<file path="config.mk">
export PLATFORM = sky130hd
export DESIGN_NAME = bp_update_sched_flat
export DESIGN_NICKNAME = d
export VERILOG_FILES = /design/src/rtl/bp_update_sched_if.sv /design/src/rtl/bp_update_sched.sv /design/src/flat_wrapper.sv
export SDC_FILE = /design/constraint.sdc
export NUM_CORES = 1
export LEC_CHECK = 0
export ABC_AREA = 1
export BUFFER_PORTS_ARGS = -buffer_cell sky130_fd_sc_hd__buf_2
export CORE_UTILIZATION = 50
export CTS_CLUSTER_DIAMETER = 30
export CTS_CLUSTER_SIZE = 20
export DETAILED_ROUTE_END_ITERATION = 6
export PLACE_DENSITY_LB_ADDON = 0.1
export SLEW_MARGIN = 5
export SYNTH_ARGS = -nofsm -noshare
export SYNTH_HDL_FRONTEND = slang
export SYNTH_SLANG_ARGS = --single-unit
</file>
<file path="constraint.sdc">
create_clock -name clk -period 5.8 [get_ports clk]
set_input_delay 0.87 -clock clk [delete_from_list [all_inputs] [get_ports clk]]
set_output_delay 0.87 -clock clk [all_outputs]
set_load 0.02 [all_outputs]
</file>
<file path="src/rtl/bp_update_sched_if.sv">
// Bus between bp_update_sched and its neighbours (IF lookup, ROB commit,
// 2-bit counter table). The slave modport is the scheduler. The master
// modport is everything around it: the IF/ROB side and the table's read data.
//   rdy, clear_req          global enable, clear-sweep request
//   commit_*                ROB commit push (valid/ready handshake)
//   lookup_*, pred_*        IF prediction request / registered result
//   clear_busy              sweep in progress
//   tbl_*                   single-port table, 1-cycle read latency
interface bp_update_sched_if #(
    parameter int IDX_W = 7
);
    logic             rdy;
    logic             clear_req;
    logic             commit_valid;
    logic [31:0]      commit_pc;
    logic             commit_taken;
    logic             commit_ready;
    logic             lookup_req;
    logic [31:0]      lookup_pc;
    logic             lookup_gnt;
    logic             pred_valid;
    logic             pred_taken;
    logic             clear_busy;
    logic [IDX_W-1:0] tbl_addr;
    logic             tbl_we;
    logic [1:0]       tbl_wdata;
    logic [1:0]       tbl_rdata;

    modport slave (
        input  rdy, clear_req, commit_valid, commit_pc, commit_taken,
               lookup_req, lookup_pc, tbl_rdata,
        output commit_ready, lookup_gnt, pred_valid, pred_taken,
               clear_busy, tbl_addr, tbl_we, tbl_wdata
    );

    modport master (
        output rdy, clear_req, commit_valid, commit_pc, commit_taken,
               lookup_req, lookup_pc, tbl_rdata,
        input  commit_ready, lookup_gnt, pred_valid, pred_taken,
               clear_busy, tbl_addr, tbl_we, tbl_wdata
    );
endinterface

</file>
<file path="src/rtl/bp_update_sched.sv">
// Branch-predictor counter-table scheduler. Shares one single-port table
// (1-cycle read latency) between IF lookups and ROB-commit counter updates.
// Commit outcomes are queued and applied as serialised read-modify-writes.
// A full-table clear sweep runs after reset and on clear_req.
// Ports:
//   clk      rising-edge clock
//   rst      asynchronous active-low reset
//   bus      bp_update_sched_if.slave (commit push, lookup/pred, table port)
// Table-port outputs are combinational from state and this cycle's
// requests. That lets a lookup granted in cycle t see its data in t+1.
module bp_update_sched #(
    parameter int         IDX_W      = 7,
    parameter int         Q_DEPTH    = 4,
    parameter int         STARVE_MAX = 4,
    parameter logic [1:0] CLR_INIT   = 2'b01
) (
    input logic              clk,
    input logic              rst,
    bp_update_sched_if.slave bus
);
    localparam int QA_W = $clog2(Q_DEPTH);
    localparam int ST_W = $clog2(STARVE_MAX + 1);

    typedef enum logic [1:0] {CLEAR, IDLE, UPD_RD, UPD_WR} state_t;
    typedef struct packed {
        logic [IDX_W-1:0] idx;
        logic             taken;
    } upd_t;

    state_t            state;
    logic [IDX_W-1:0]  ptr;
    upd_t              q [Q_DEPTH];
    logic [QA_W-1:0]   wr_ptr, rd_ptr;
    logic [QA_W:0]     count;
    logic [ST_W-1:0]   starve;
    upd_t              lat;
    logic              pred_valid_r;

    logic              active, starved, gnt, push, pop, commit_ready;
    logic [IDX_W-1:0]  lk_idx;
    upd_t              head;

    function automatic logic [1:0] sat2(input logic [1:0] v, input logic up);
        if (up) return (v == 2'b11) ? v : v + 2'b01;
        else    return (v == 2'b00) ? v : v - 2'b01;
    endfunction

    // Any cycle that may touch state: out of reset, enabled, and not being
    // pre-empted by a clear request (which suppresses all table traffic).
    assign active  = rst && bus.rdy && !bus.clear_req;
    assign starved = (starve >= ST_W'(STARVE_MAX));
    assign lk_idx  = bus.lookup_pc[IDX_W+1:2];
    assign head    = q[rd_ptr];

    assign gnt  = active && bus.lookup_req &&
                  (state == IDLE || (state == UPD_RD && !starved));
    assign pop  = active && (state == UPD_RD) && !gnt;
    // Ready is also dropped while frozen or clearing so the ROB never sees
    // a handshake whose push is then discarded.
    assign commit_ready = active && (state != CLEAR) &&
                          (count != (QA_W+1)'(Q_DEPTH));
    assign push = bus.commit_valid && commit_ready;

    assign bus.commit_ready = commit_ready;
    assign bus.lookup_gnt   = gnt;
    assign bus.pred_valid   = pred_valid_r;
    assign bus.pred_taken   = bus.tbl_rdata[1];
    assign bus.clear_busy   = (state == CLEAR);

    always_comb begin
        bus.tbl_we    = 1'b0;
        bus.tbl_addr  = '0;
        bus.tbl_wdata = CLR_INIT;
        if (state == CLEAR) begin
            bus.tbl_we   = active;
            bus.tbl_addr = ptr;
        end else if (state == UPD_WR) begin
            bus.tbl_we    = active;
            bus.tbl_addr  = lat.idx;
            bus.tbl_wdata = sat2(bus.tbl_rdata, lat.taken);
        end else if (gnt) begin
            bus.tbl_addr = lk_idx;
        end else if (state == UPD_RD) begin
            bus.tbl_addr = head.idx;
        end
    end

    // FIFO payload needs no reset; occupancy is tracked by count.
    always_ff @(posedge clk) begin
        if (push) q[wr_ptr] <= '{idx: bus.commit_pc[IDX_W+1:2], taken: bus.commit_taken};
    end

    always_ff @(posedge clk or negedge rst) begin
        if (!rst) begin
            state        <= CLEAR;
            ptr          <= '0;
            wr_ptr       <= '0;
            rd_ptr       <= '0;
            count        <= '0;
            starve       <= '0;
            lat          <= '0;
            pred_valid_r <= 1'b0;
        end else if (bus.rdy) begin
            pred_valid_r <= gnt;
            if (bus.clear_req) begin
                state  <= CLEAR;
                ptr    <= '0;
                wr_ptr <= '0;
                rd_ptr <= '0;
                count  <= '0;
                starve <= '0;
            end else begin
                if (push) wr_ptr <= wr_ptr + QA_W'(1);
                if (pop) begin
                    rd_ptr <= rd_ptr + QA_W'(1);
                    lat    <= head;
                end
                count <= count + (QA_W+1)'(push) - (QA_W+1)'(pop);
                case (state)
                    CLEAR: begin
                        ptr <= ptr + IDX_W'(1);
                        if (ptr == {IDX_W{1'b1}}) state <= IDLE;
                    end
                    IDLE:   if (count != '0) state <= UPD_RD;
                    UPD_RD: begin
                        if (gnt) starve <= starve + ST_W'(1);
                        else begin
                            starve <= '0;
                            state  <= UPD_WR;
                        end
                    end
                    UPD_WR: state <= (count != '0) ? UPD_RD : IDLE;
                    default: state <= IDLE;
                endcase
            end
        end
    end

    logic unused_pc_bits;
    assign unused_pc_bits = ^{bus.commit_pc[31:IDX_W+2], bus.commit_pc[1:0],
                              bus.lookup_pc[31:IDX_W+2], bus.lookup_pc[1:0]};
endmodule

</file>
<file path="src/flat_wrapper.sv">
// flat-port wrapper written by rule: the top's interface ports become plain ports
module bp_update_sched_flat 
#(
    parameter int         IDX_W      = 7,
    parameter int         Q_DEPTH    = 4,
    parameter int         STARVE_MAX = 4,
    parameter logic [1:0] CLR_INIT   = 2'b01
)
  (clk, rst, bus_rdy, bus_clear_req, bus_commit_valid, bus_commit_pc, bus_commit_taken, bus_lookup_req, bus_lookup_pc, bus_tbl_rdata, bus_commit_ready, bus_lookup_gnt, bus_pred_valid, bus_pred_taken, bus_clear_busy, bus_tbl_addr, bus_tbl_we, bus_tbl_wdata);
  bp_update_sched_if #(.IDX_W(IDX_W)) bus_i ();
  input logic clk;
  input logic rst;
  input wire logic [$bits(bus_i.rdy)-1:0] bus_rdy;
  input wire logic [$bits(bus_i.clear_req)-1:0] bus_clear_req;
  input wire logic [$bits(bus_i.commit_valid)-1:0] bus_commit_valid;
  input wire logic [$bits(bus_i.commit_pc)-1:0] bus_commit_pc;
  input wire logic [$bits(bus_i.commit_taken)-1:0] bus_commit_taken;
  input wire logic [$bits(bus_i.lookup_req)-1:0] bus_lookup_req;
  input wire logic [$bits(bus_i.lookup_pc)-1:0] bus_lookup_pc;
  input wire logic [$bits(bus_i.tbl_rdata)-1:0] bus_tbl_rdata;
  output wire logic [$bits(bus_i.commit_ready)-1:0] bus_commit_ready;
  output wire logic [$bits(bus_i.lookup_gnt)-1:0] bus_lookup_gnt;
  output wire logic [$bits(bus_i.pred_valid)-1:0] bus_pred_valid;
  output wire logic [$bits(bus_i.pred_taken)-1:0] bus_pred_taken;
  output wire logic [$bits(bus_i.clear_busy)-1:0] bus_clear_busy;
  output wire logic [$bits(bus_i.tbl_addr)-1:0] bus_tbl_addr;
  output wire logic [$bits(bus_i.tbl_we)-1:0] bus_tbl_we;
  output wire logic [$bits(bus_i.tbl_wdata)-1:0] bus_tbl_wdata;
  assign bus_i.rdy = bus_rdy;
  assign bus_i.clear_req = bus_clear_req;
  assign bus_i.commit_valid = bus_commit_valid;
  assign bus_i.commit_pc = bus_commit_pc;
  assign bus_i.commit_taken = bus_commit_taken;
  assign bus_i.lookup_req = bus_lookup_req;
  assign bus_i.lookup_pc = bus_lookup_pc;
  assign bus_i.tbl_rdata = bus_tbl_rdata;
  assign bus_commit_ready = bus_i.commit_ready;
  assign bus_lookup_gnt = bus_i.lookup_gnt;
  assign bus_pred_valid = bus_i.pred_valid;
  assign bus_pred_taken = bus_i.pred_taken;
  assign bus_clear_busy = bus_i.clear_busy;
  assign bus_tbl_addr = bus_i.tbl_addr;
  assign bus_tbl_we = bus_i.tbl_we;
  assign bus_tbl_wdata = bus_i.tbl_wdata;
  bp_update_sched #(.IDX_W(IDX_W), .Q_DEPTH(Q_DEPTH), .STARVE_MAX(STARVE_MAX), .CLR_INIT(CLR_INIT)) u_core (.clk(clk), .rst(rst), .bus(bus_i));
endmodule
</file>
==> results of run 1 <==
[synthesized netlist by cell type (all sizes together)]
cell	count	area, um^2
ha	8	100
edfxtp	32	961
clkbuf	4	15.0
inv	40	150
o211ai	7	52.6
nand4	13	81.3
dfrtp	28	701
nor3	3	15.0
a21oi	11	55.1
xnor2	1	8.76
buf	6	35.0
o21ai	22	110
nand2	108	410
fa	1	20.0
nor2	41	179
xor2	2	17.5
o22ai	1	6.26
nand3	20	105
[registers in the layout (all words and copies together) (netlist names)]
name and count:
u_core.ptr 7, u_core.rd_ptr 2, u_core.lat 8, u_core.count 3
u_core.state 2, u_core.starve 3, u_core.q 32, u_core.wr_ptr 2
u_core.bus.pred_valid 1
[placed cells by master, fill, tap and decap left out, types with 7 or more instances in the layout]
cell,instances
sky130_fd_sc_hd__clkbuf_8,9
sky130_fd_sc_hd__ha_1,8
sky130_fd_sc_hd__nand4_1,13
sky130_fd_sc_hd__buf_2,37
sky130_fd_sc_hd__inv_1,34
sky130_fd_sc_hd__edfxtp_1,32
sky130_fd_sc_hd__o21ai_0,19
sky130_fd_sc_hd__a21oi_1,11
sky130_fd_sc_hd__nand2_1,106
sky130_fd_sc_hd__dfrtp_1,28
sky130_fd_sc_hd__nand3_1,19
sky130_fd_sc_hd__nor2_1,35
sky130_fd_sc_hd__o211ai_1,7
[worst max-delay path by stage]
stage | cells after the start | to
3_5_place_dp | 7 | bus_tbl_addr[6]
4_1_cts | 7 | bus_tbl_addr[6]
2_1_floorplan | 12 | u_core.count[2]
6_report | 7 | bus_tbl_addr[6]
5_1_grt | 7 | bus_tbl_addr[3]
3_3_place_gp | 7 | bus_tbl_addr[6]
[worst max-delay path, stage by stage]
cell and delay [ps]:
sky130_fd_sc_hd__buf_2 530, sky130_fd_sc_hd__nand3_1 330, sky130_fd_sc_hd__nor2_2 500, sky130_fd_sc_hd__nor2_2 170, sky130_fd_sc_hd__nand2_1 100, sky130_fd_sc_hd__nand4_1 100
sky130_fd_sc_hd__buf_2 180
[area by class of cell]
type | instances | share of cell area
Sequential cell | 60 | 0.480
Multi-Input combinational cell | 238 | 0.335
Tap cell | 72 | 0.0260
Clock inverter | 7 | 0.0264
Inverter | 40 | 0.0434
Clock buffer | 9 | 0.0358
Timing Repair Buffer | 37 | 0.0535
[cells by family (layout without fill, tap and decap cells)]
family / after synthesis / count (layout) / synth area share
AOI/OAI and AO/OA: 41 / 41 / 0.0741
xor gates and xnor gates: 3 / 3 / 0.00869
adders and majority gates: 9 / 9 / 0.0397
buffers and inverters: 50 / 93 / 0.0662
DFF: 60 / 60 / 0.550
and+or+nand+nor: 185 / 185 / 0.262
[power breakdown]
part	leakage, nW	internal (mW)	switching [mW]
Sequential	0.667	0.493	0.0492
Clock	0.0989	0.239	0.171
Combinational	0.826	0.102	0.236
Total	1.59	0.834	0.457
[per-stage QoR]
stage / cell area, um^2 / worst slack (ps) / cells
finish: 3460 / 2130 / 463
global placement: 3250 / 2110 / 447
detailed placement: 3250 / 2110 / 447
CTS: 3460 / 2100 / 463
floorplan: 3020 / 3010 / 348
global route: 3460 / 1900 / 463
[layer usage]
| metal | vias up | GRT usage |
|---|---|---|
| li1 | 1220 | - |
| met1 | 1151 | 0.308 |
| met2 | 64 | 0.369 |
| met3 | 10 | 0.0663 |
| met4 | 0 | 0.0857 |
| met5 | - | 0 |
==> summary.md, run 1 <==
The first global-routing pass estimated 11.0 mm of wire. Origin of the worst min-delay path: u_core.starve[0]. Across all register-to-register paths, the minimum setup slack is 3250 ps. Clock-pin slew was measured on the worst setup and hold paths at 70 ps. Fraction of final layout cells sized beyond drive strength 1: 0.171.

Critical path capture point type: an output port. The number of cells on the worst hold path came out at 1. For the final database, setup skew stands at 6.53 ps. The number of global-route vias before repair came out at 2352.

The clock latency reported for the late side of the worst-skew pair is 340 ps, and the maximum number of buffers from clock root to sink is 2. The run gives 0 as the number of antenna violations at the first check in global routing. The number of synthesis warnings is 0, and the cts-stage hold buffer count is 0.

The tools report the clock root buffer as sky130_fd_sc_hd__clkbuf_8. Number of pins exceeding their max-slew limit in the final report: 0. After legalization and detailed placement, the total HPWL measured 4.64 mm. The logs give 9 for the number of buffers inserted during clock tree synthesis and 0 for the total of max-cap violations. Input and output buffers added on the ports amount to 37. Dividing the detail-routed wire length by the instance count gives 14.3 um. VDD sags by at most 0.238 mV.

STA classifies the critical path startpoint as an input pin. For the final design utilization, the log shows 0.610. The iteration-0 DRC count of the detailed router was 149; the data arrival time at the worst-slack endpoint was 2800 ps. Static timing analysis puts the maximum clock frequency at 0.273 GHz. Path type of the worst min-delay path: reg2reg.

The per-cell via count in the routed design is 5.28, and the number of diodes added for antenna fixing is 0. The number of different library cells used by synthesis comes to 25. The number of register bits inferred by synthesis works out to 60. Entering global routing, the biggest net connects 31 pins. The congestion estimate from routability-driven global placement came to 0.826.

For the worst hold slack across all endpoints, the log shows 482 ps. The mapped netlist covers 3020 um^2. The total iterations of the first detailed-routing run was 4. Synthesis handed over a netlist of 348 instances. For the synthesized netlist net count, the log shows 430. The final critical delay including setup and external delays is 3670 ps. Once detail routing completed, the nets flagged for antenna violations numbered 0. The uppermost signal routing layer after detailed routing was met4.

In this run the critical register-to-register path is captured at u_core.count[2]. The routed length on met1 was 3.05 mm; the sum of met3 wire segment lengths after detailed routing was 363 um. The floorplan step set the die width to 79.8 um. Once the clock tree was built, the resizer swapped 0 gates to a different size. The sequential share of the synthesized area is 0.550.

The floorplan step set the die height to 79.8 um. After filler insertion, the fill cell instance count of the layout stands at 502. The startpoint of the most critical register-to-register path was u_core.state[0]. The run gives 0 as the number of design rule violations left after detail routing.

For the worst flop-to-flop path, the logic depth is 10. The total of endpoints with negative setup slack in the final report is 0, and the layout-stage area growth over the synthesis result is 14.6%. Setup repair after global routing left no endpoint under its margin. For the met2 wirelength from detailed routing, the log shows 3.10 mm. The clock drives 60 sinks.

The design draws 1.29 mW. For the level count of the clock H-tree, the log shows 3. Setup total negative slack on the finished layout was measured at 0 ps. During I/O placement, the number of pins put on the boundary was 88. The class of the most critical setup path was in2out.

The run gives 6.63 mm as the wire length after detailed routing. The number of endpoints with negative hold slack in the final report was 0; the number of post-CTS setup repair buffers was 0. In this run the core area contains 27 standard-cell rows.

In this run the static leakage power is 1.59 nW. After global routing the overflow that remains totals 0. The transition at the pin with the smallest max-transition slack was 793 ps; the area of all sequential standard cells was 1660 um^2.

The startpoint of the worst setup timing path was rst. The fraction of the cycle the final worst path needs was 0.633. In the final layout, the multi-input gates occupy 1160 um^2.

For the worst setup path, the data required time is 4930 ps. For the core footprint, the log shows 5680 um^2. The area of the die is 6360 um^2, and the worst max-slew margin expressed relative to the limit is 0.469. Along the worst path, the maximum fanout reaches 30. For hold timing, the worst endpoint is u_core.starve[0]. In this run the mean area of a mapped cell was 8.69 um^2.

The total global-route track usage is 0.234, and the number of nets in the layout is 468. TritonCTS built the clock tree. The flow ran to the end, and the final reports show no timing, DRC or antenna violations. For this block, the via count after detailed routing is 2445. The starting density of the core came out at 0.533.

Power spread over the standard cell area amounts to 373 nW/um^2.
No activity file was read; power rests on OpenSTA's default activity.
==> run 2: changes to the inputs <==
--- a/config.mk
+++ b/config.mk
@@ -5,9 +5,9 @@
 export SDC_FILE = /design/constraint.sdc
 export NUM_CORES = 1
 export LEC_CHECK = 0
-export ABC_AREA = 1
+export ABC_AREA = 0
 export BUFFER_PORTS_ARGS = -buffer_cell sky130_fd_sc_hd__buf_2
-export CORE_UTILIZATION = 50
+export CORE_UTILIZATION = 47
 export CTS_CLUSTER_DIAMETER = 30
 export CTS_CLUSTER_SIZE = 20
 export DETAILED_ROUTE_END_ITERATION = 6
==> constraint.sdc (replaced) <==
create_clock -name clk -period 3.19 [get_ports clk]
set_input_delay 0.4785 -clock clk [delete_from_list [all_inputs] [get_ports clk]]
set_output_delay 0.4785 -clock clk [all_outputs]
set_load 0.02 [all_outputs]
==> summary.md, run 2 <==
Synthesis produced a netlist whose cell count is 247. The run gives 366 as the number of nets in the layout. The number of post-CTS setup repair buffers was 0.

The routed design uses 249 um of met3 wire. Sequential share of the synthesized area: 0.537. The run gives 340 ps as the clock latency reported for the late side of the worst-skew pair. The register with the most flip-flops in the layout has 32 of them. The average footprint of a synthesized cell is 12.5 um^2. The post-synthesis async set-or-reset flop share works out to 0.467.

The largest registers in the layout are u_core.q: 32 flops, u_core.lat: 8 flops, u_core.ptr: 7 flops. Number of enable flip-flop cells after synthesis: 32. Counting distinct cell types in the post-synthesis netlist gives 48.

After clock tree synthesis, the clock-pin slew on the worst setup and hold paths is 70 ps. Sorting the synthesized cells by how often they occur yields sky130_fd_sc_hd__edfxtp_1 (32), sky130_fd_sc_hd__dfrtp_1 (28), sky130_fd_sc_hd__nand2_1 (22). In this run the cell area of the synthesized design comes to 3100 um^2. The biggest area contributor in the post-synthesis netlist is sky130_fd_sc_hd__edfxtp_1. The first-pass GRT wire length was 10.7 mm. Entering global routing, the biggest net connects 32 pins. The logs give 9 for the number of buffers inserted during clock tree synthesis and 0 for the number of pins exceeding their max-slew limit in the final report.

The logs give 0 for the number of endpoints with negative hold slack in the final report and 141 for the iteration-0 DRC count of the detailed router. Register with the highest flop count: u_core.q. The final weighted congestion in routability-driven placement is 0.804. The tools report the clock root buffer as sky130_fd_sc_hd__clkbuf_8.

The run gives 0.203 as the total global-route track usage. Counting every net in the synthesized netlist gives 329. In the layout the commonest cells are sky130_fd_sc_hd__buf_2 (37), sky130_fd_sc_hd__edfxtp_1 (32), sky130_fd_sc_hd__dfrtp_1 (28). The fraction of final layout cells sized beyond drive strength 1 was 0.284; the total of max-cap violations was 0. The category of the worst setup path launch point was a flop. Across the VDD grid, the largest voltage drop is 0.335 mV. Summed over all layers, the routed wires come to 6.34 mm.

Post-CTS repair changed the size of 0 cells. The number of global-route vias before repair is 2023. 88 I/O pins were placed.

In the routed design, unresolved DRC markers number 0. The floorplan step set the die width to 83.2 um. On the final layout, the worst clock skew is 7.92 ps. Top cell type's share of synthesized area: 0.310.

The detailed router put a total of 3.03 mm of wire on met1. The flow ran to the end, and the final reports show no timing, DRC or antenna violations. At the worst endpoint, the required time is 2710 ps.

For the achievable frequency, the log shows 0.376 GHz. Data on the critical path arrives at its endpoint at 2180 ps. Of all nets on the critical path, the largest fanout is 10.

The fraction of the cycle the final worst path needs works out to 0.834. The synthesized design contains 60 register bits. The transition at the pin with the smallest max-transition slack works out to 561 ps. The layout-stage area growth over the synthesis result was 14.1%.

The number of synthesis warnings came out at 0. In this run the top signal layer used is met4. For this design the ratio of total power to cell area is 518 nW/um^2. Among all flip-flop cells after synthesis, the most frequent one is sky130_fd_sc_hd__edfxtp_1.

Setup repair after global routing left no endpoint under its margin. The worst setup path is captured at an output port. In this run the worst hold path is classified as in2async.

The kind of cell with the highest combined delay along the critical path is compound AO/OA/AOI/OAI gates. The number of vias after detailed routing came out at 2047. Post-route antenna net violation count: 0. The count of placed standard cells in the final layout, fillers left out is 366. Fill cells in the final layout number 528.

Setup violations remaining at the end of the flow were counted as 0. Once placement completed, the tool counted placed cells totaling 350. Starting density of the core: 0.488.

The final critical delay including setup and external delays is 2660 ps, and the row count is 29. The floorplan die height was 83.2 um; the global route total overflow was 0. The number of sinks on the clock net is 60. The library cell used most frequently in the layout, excluding fill and tap cells, is sky130_fd_sc_hd__buf_2.

The tools report the total iterations of the first detailed-routing run as 4. After detailed routing, the met2 layer carries 2.98 mm of wire. Among all cell types in the netlist, the one instantiated most often is sky130_fd_sc_hd__edfxtp_1.

The critical path is of the reg2out type. The run gives 0 as the number of diodes added for antenna fixing. Walking the worst path, the cells encountered are buf_4 > and2_1 > a41oi_1 > a221o_1 > a31oi_1 > buf_2. The floorplan step defined a die boundary enclosing 6920 um^2. The highest cell delay on the worst timing path is 540 ps, and the level count of the clock H-tree is 3. The per-cell via count in the routed design is 5.59.

The tools report the number of antenna violations at the first check in global routing as 0. The cell at the slowest stage of the critical path was sky130_fd_sc_hd__dfrtp_1. The critical path contains buffers and inverters numbering 2 combined.

After floorplanning, the core was sized to cover 6350 um^2. By area the synthesized netlist is led by sky130_fd_sc_hd__edfxtp_1 (31%), sky130_fd_sc_hd__dfrtp_1 (23%), sky130_fd_sc_hd__mux4_1 (3.4%). The final routed wire length divided by cell count was 17.3 um; the leakage power was 1.46 nW.

After clock tree synthesis, the flow added hold-fix buffers numbering 0. TritonCTS built the clock tree. The longest clock path from root to sink contains 2 buffers. The number of port buffers was 37. In the final timing run, aggregate negative setup slack is 0 ps.

The worst max-slew margin expressed relative to the limit was 0.626; the HPWL reported at the end of detailed placement was 4.40 mm.
## run 2: path summary, 6_finish.rpt
check	depth (start not counted)	startpoint	endpoint	slack (ps)
min	2	rst	u_core.count[2]	160
max	6	u_core.state[0]	bus_tbl_addr[5]	530
min reg2reg	1	u_core.bus.pred_valid	u_core.bus.pred_valid	480
max in group asynchronous	2	rst	u_core.lat[2]	2750
min in group clk	1	bus_commit_taken	u_core.q[1][0]	350
max reg2reg	11	u_core.state[0]	u_core.count[2]	670
## run 2: logic make-up after synthesis
family          count (synthesis)  synth area share
buf+inv                        25            0.0461
fa+ha+maj                       9            0.0388
xor+xnor                        2           0.00566
simple gates                   66             0.121
flops                          60             0.537
mux                            19             0.102
compound gates                 66             0.150
## run 2: metal layers
metal	GRT usage	up-vias
met5	0	-
met4	0.0658	0
met3	0.0606	6
met2	0.311	30
met1	0.277	991
li1	-	1020
## run 2: area by class of cell
class | count | area [um^2] | share of cell area
clock inverter | 7 | 100 | 0.0283
sequential | 60 | 1660 | 0.470
timing repair buffer | 43 | 230 | 0.0651
clock buffer | 9 | 124 | 0.0350
inverter | 8 | 30.0 | 0.00850
tap | 77 | 96.3 | 0.0273
multi-input combinational | 162 | 1290 | 0.366
## run 2: per-stage QoR
step	worst slack, ps	hold WS [ps]	utilization	cell area (um^2)	power [mW]
2_1_floorplan	714	183	-	3100	1.01
5_1_grt	387	182	0.557	3530	1.91
3_5_place_dp	483	468	0.521	3310	1.08
6_report	528	156	0.557	3530	1.83
4_1_cts	512	169	0.557	3530	1.84
3_3_place_gp	456	462	0.521	3310	1.08
## run 2: report_power, final
group          leakage (nW)  switching, mW  internal (mW)
clock                 0.102          0.321          0.443
combinational         0.681          0.109         0.0833
sequential            0.673         0.0360          0.840
## run 2: worst register-to-register path, delay by kind of cell, from the launching register on
kind	cells	cell delay, ps
xor+xnor	1	180
fa+ha+maj	3	770
compound gates	2	210
simple gates	3	650
flops	1	500
buf+inv	2	110
==> run 3: changes to the inputs <==
--- a/config.mk
+++ b/config.mk
@@ -7,7 +7,7 @@
 export LEC_CHECK = 0
 export ABC_AREA = 0
 export BUFFER_PORTS_ARGS = -buffer_cell sky130_fd_sc_hd__buf_2
-export CORE_UTILIZATION = 47
+export CORE_UTILIZATION = 50
 export CTS_CLUSTER_DIAMETER = 30
 export CTS_CLUSTER_SIZE = 20
 export DETAILED_ROUTE_END_ITERATION = 6
==> constraint.sdc (replaced) <==
create_clock -name clk -period 2.69 [get_ports clk]
set_input_delay 0.4035 -clock clk [delete_from_list [all_inputs] [get_ports clk]]
set_output_delay 0.4035 -clock clk [all_outputs]
set_load 0.02 [all_outputs]
==> summary.md, run 3 (same netlist as run 2, synthesis figures left out) <==
The total overflow left after global routing is 0. The repair_antennas step left the layout with diodes totalling 0. Max-cap violations in this run came to 0. The layout-stage area growth over the synthesis result was 14.9%; the first-pass GRT wire length was 10.5 mm.

In this run the register-to-register setup slack is 270 ps. Entering global routing, the biggest net connects 32 pins. The H-tree generated during clock tree synthesis spans 3 levels. The number of port buffers is 37.

After clock tree synthesis, the clock-pin slew on the worst setup and hold paths is 80 ps. The run gives 514 as the number of inserted filler cells in the final layout. Detailed placement ended at an HPWL of 4.44 mm.

Setup violations remaining at the end of the flow were counted as 0. The total global-route track usage is 0.226, and the achievable frequency is 0.391 GHz. For this run, design rule violations remaining after detail routing come to 0. The count of placed standard cells in the final layout, fillers left out was 367; the data required time at the worst endpoint was 2290 ps. The endpoint identified for the worst register-to-register timing path is u_core.count[2].

Final critical delay including setup and external delays: 2560 ps. The worst hold slack across all endpoints was 82.0 ps. For the final database, setup skew stands at 9.66 ps.

The worst setup path is launched from a flop. The highest cell delay on the worst timing path was 580 ps. The tools report the number of global-route vias before repair as 2010.

In the final layout, the registers with the most flip-flops are u_core.q: 32 flops, u_core.lat: 8 flops, u_core.ptr: 7 flops. The core region is 5960 um^2. The register with the most flip-flops in the final layout is u_core.q. Post-route antenna net violation count: 0. Most common cell after layout, fill and taps aside: sky130_fd_sc_hd__buf_2. The iteration-0 DRC count of the detailed router is 148. The run finished with clean final reports. The fraction of the cycle the final worst path needs works out to 0.952. In this run the power density over the cells is 613 nW/um^2. The number of pins exceeding their max-slew limit in the final report is 0, and the number of buffers inserted during clock tree synthesis is 9. The switching portion of total power is 0.257, and the path depth of the worst reg2reg path is 9.

The tools report the critical path capture point type as an output port. The final routed wire length divided by cell count is 17.5 um, and the largest fanout of any net on the critical path is 12. For the number of I/O pins, the log shows 88. The run gives 0.520 as the starting density of the core.

Number of sinks on the clock net: 60. The logs give 1.47 nW for the leakage power and 0.801 for the final weighted congestion in routability-driven placement. The share of power burned in registers was 0.476; the per-cell via count in the routed design was 5.78.

Clock root buffer: sky130_fd_sc_hd__clkbuf_8. The run gives 4 as the total iterations of the first detailed-routing run. The startpoint of the worst setup timing path is u_core.state[0]. The floorplan die height came out at 80.7 um. The worst-case IR drop observed on VDD is 0.406 mV. The logs give 28 for the row count and 369 for the number of nets in the layout. The internal portion of the total power is 1.62 mW. Walking the worst path, the cells encountered are or2_4 > inv_1 > a221o_1 > a31oi_1 > buf_2. The floorplan step set the die width to 80.7 um.

The fraction of final layout cells sized beyond drive strength 1 was 0.298. The tools report the share of power burned in the clock network as 0.418. The class of the most critical setup path was reg2out. The number of vias after detailed routing was 2123; the clock latency reported for the late side of the worst-skew pair was 340 ps. After detailed placement, the design holds a cell count of 351. Wire length after detailed routing: 6.41 mm. Data arrival time at the worst-slack endpoint: 2160 ps. Leaving out fill and tap cells, the most frequent cells in the layout are sky130_fd_sc_hd__buf_2 (37), sky130_fd_sc_hd__edfxtp_1 (32), sky130_fd_sc_hd__dfrtp_1 (28). Setup repair after global routing left no endpoint under its margin. The number of post-CTS setup repair buffers came out at 0. TritonCTS built the clock tree. For the pin with the worst max-slew slack, the measured transition is 533 ps. The tools report the startpoint of the most critical register-to-register path as u_core.state[0]. The slowest stage of the critical path belongs to the cell sky130_fd_sc_hd__dfrtp_1. For the worst max-slew margin expressed relative to the limit, the log shows 0.645. The number of endpoints with negative hold slack in the final report is 0, and the area of the die is 6510 um^2. The path type of the worst min-delay path was in2async. The register with the most flip-flops in the layout has 32 of them. The tools report the total power of the final layout as 2.18 mW. The maximum number of buffers from clock root to sink is 2.

Number of antenna violations at the first check in global routing: 0. The critical path ends at bus_tbl_addr[5]. The analysis attributes to net switching a power of 0.560 mW.

The fraction of power consumed by combinational cells was 0.106; the post-route setup TNS was 0 ps.
==> run 3: cell types whose count changed in the layout (fill, tap and decap cells not counted), sizes merged <==
cell  change
buf       +3
==> run 3: worst min path at each step <==
stage | startpoint | end | cells after the start
after floorplan | rst | u_core.bus.pred_valid | 0
after global placement | rst | u_core.ptr[0] | 2
after detailed placement | rst | u_core.ptr[0] | 2
after CTS | rst | u_core.starve[2] | 2
after global routing | rst | u_core.bus.pred_valid | 2
final | rst | u_core.ptr[4] | 2
==> run 3: stage by stage <==
stage / utilization / instance area [um^2] / setup WS [ps]
3_3_place_gp: 0.559 / 3330 / 183
2_1_floorplan: - / 3100 / 289
5_1_grt: 0.597 / 3560 / 4.13
3_5_place_dp: 0.559 / 3330 / 160
4_1_cts: 0.597 / 3550 / 104
6_report: 0.597 / 3560 / 129
==> run 3: area by class of cell <==
class                   count  area [um^2]  area share
clock inverters             7          100      0.0281
repair buffers             46          253      0.0710
clock buffers               9          124      0.0348
multi-input cells         162         1300       0.364
flip-flops and latches     60         1660       0.467
well taps                  75         93.8      0.0264
inverters                   8         30.0     0.00844
==> run 3: critical path, delay by kind of cell, from the launching register on <==
family                 cells  cell delay, ps
flip-flops                 1             580
buffers and inverters      2             380
AO/OA/AOI/OAI              2             550
AND/OR/NAND/NOR            1             300
==> run 3: metal layers <==
| layer | vias up | global-route usage | routed length [um] |
|---|---|---|---|
| met4 | 0 | 0.102 | 119 |
| met5 | - | 0 | 0 |
| met3 | 13 | 0.0455 | 246 |
| met1 | 1037 | 0.310 | 3050 |
| met2 | 53 | 0.347 | 3000 |
| li1 | 1020 | - | - |
==> run 3: repair_timing <==
action	in CTS	in global routing
hold buffers	0	0
endpoints found under the setup margin	0	1
resized for setup	0	2
==> run 3: power by group through the flow <==
stage               registers (mW)  clock network, mW  logic, mW
floorplan                     1.04                  0      0.152
global placement              1.06                  0      0.227
detailed placement            1.06                  0      0.231
CTS                           1.04              0.926      0.232
global route                  1.04              0.968      0.260
finish                        1.04              0.913      0.231
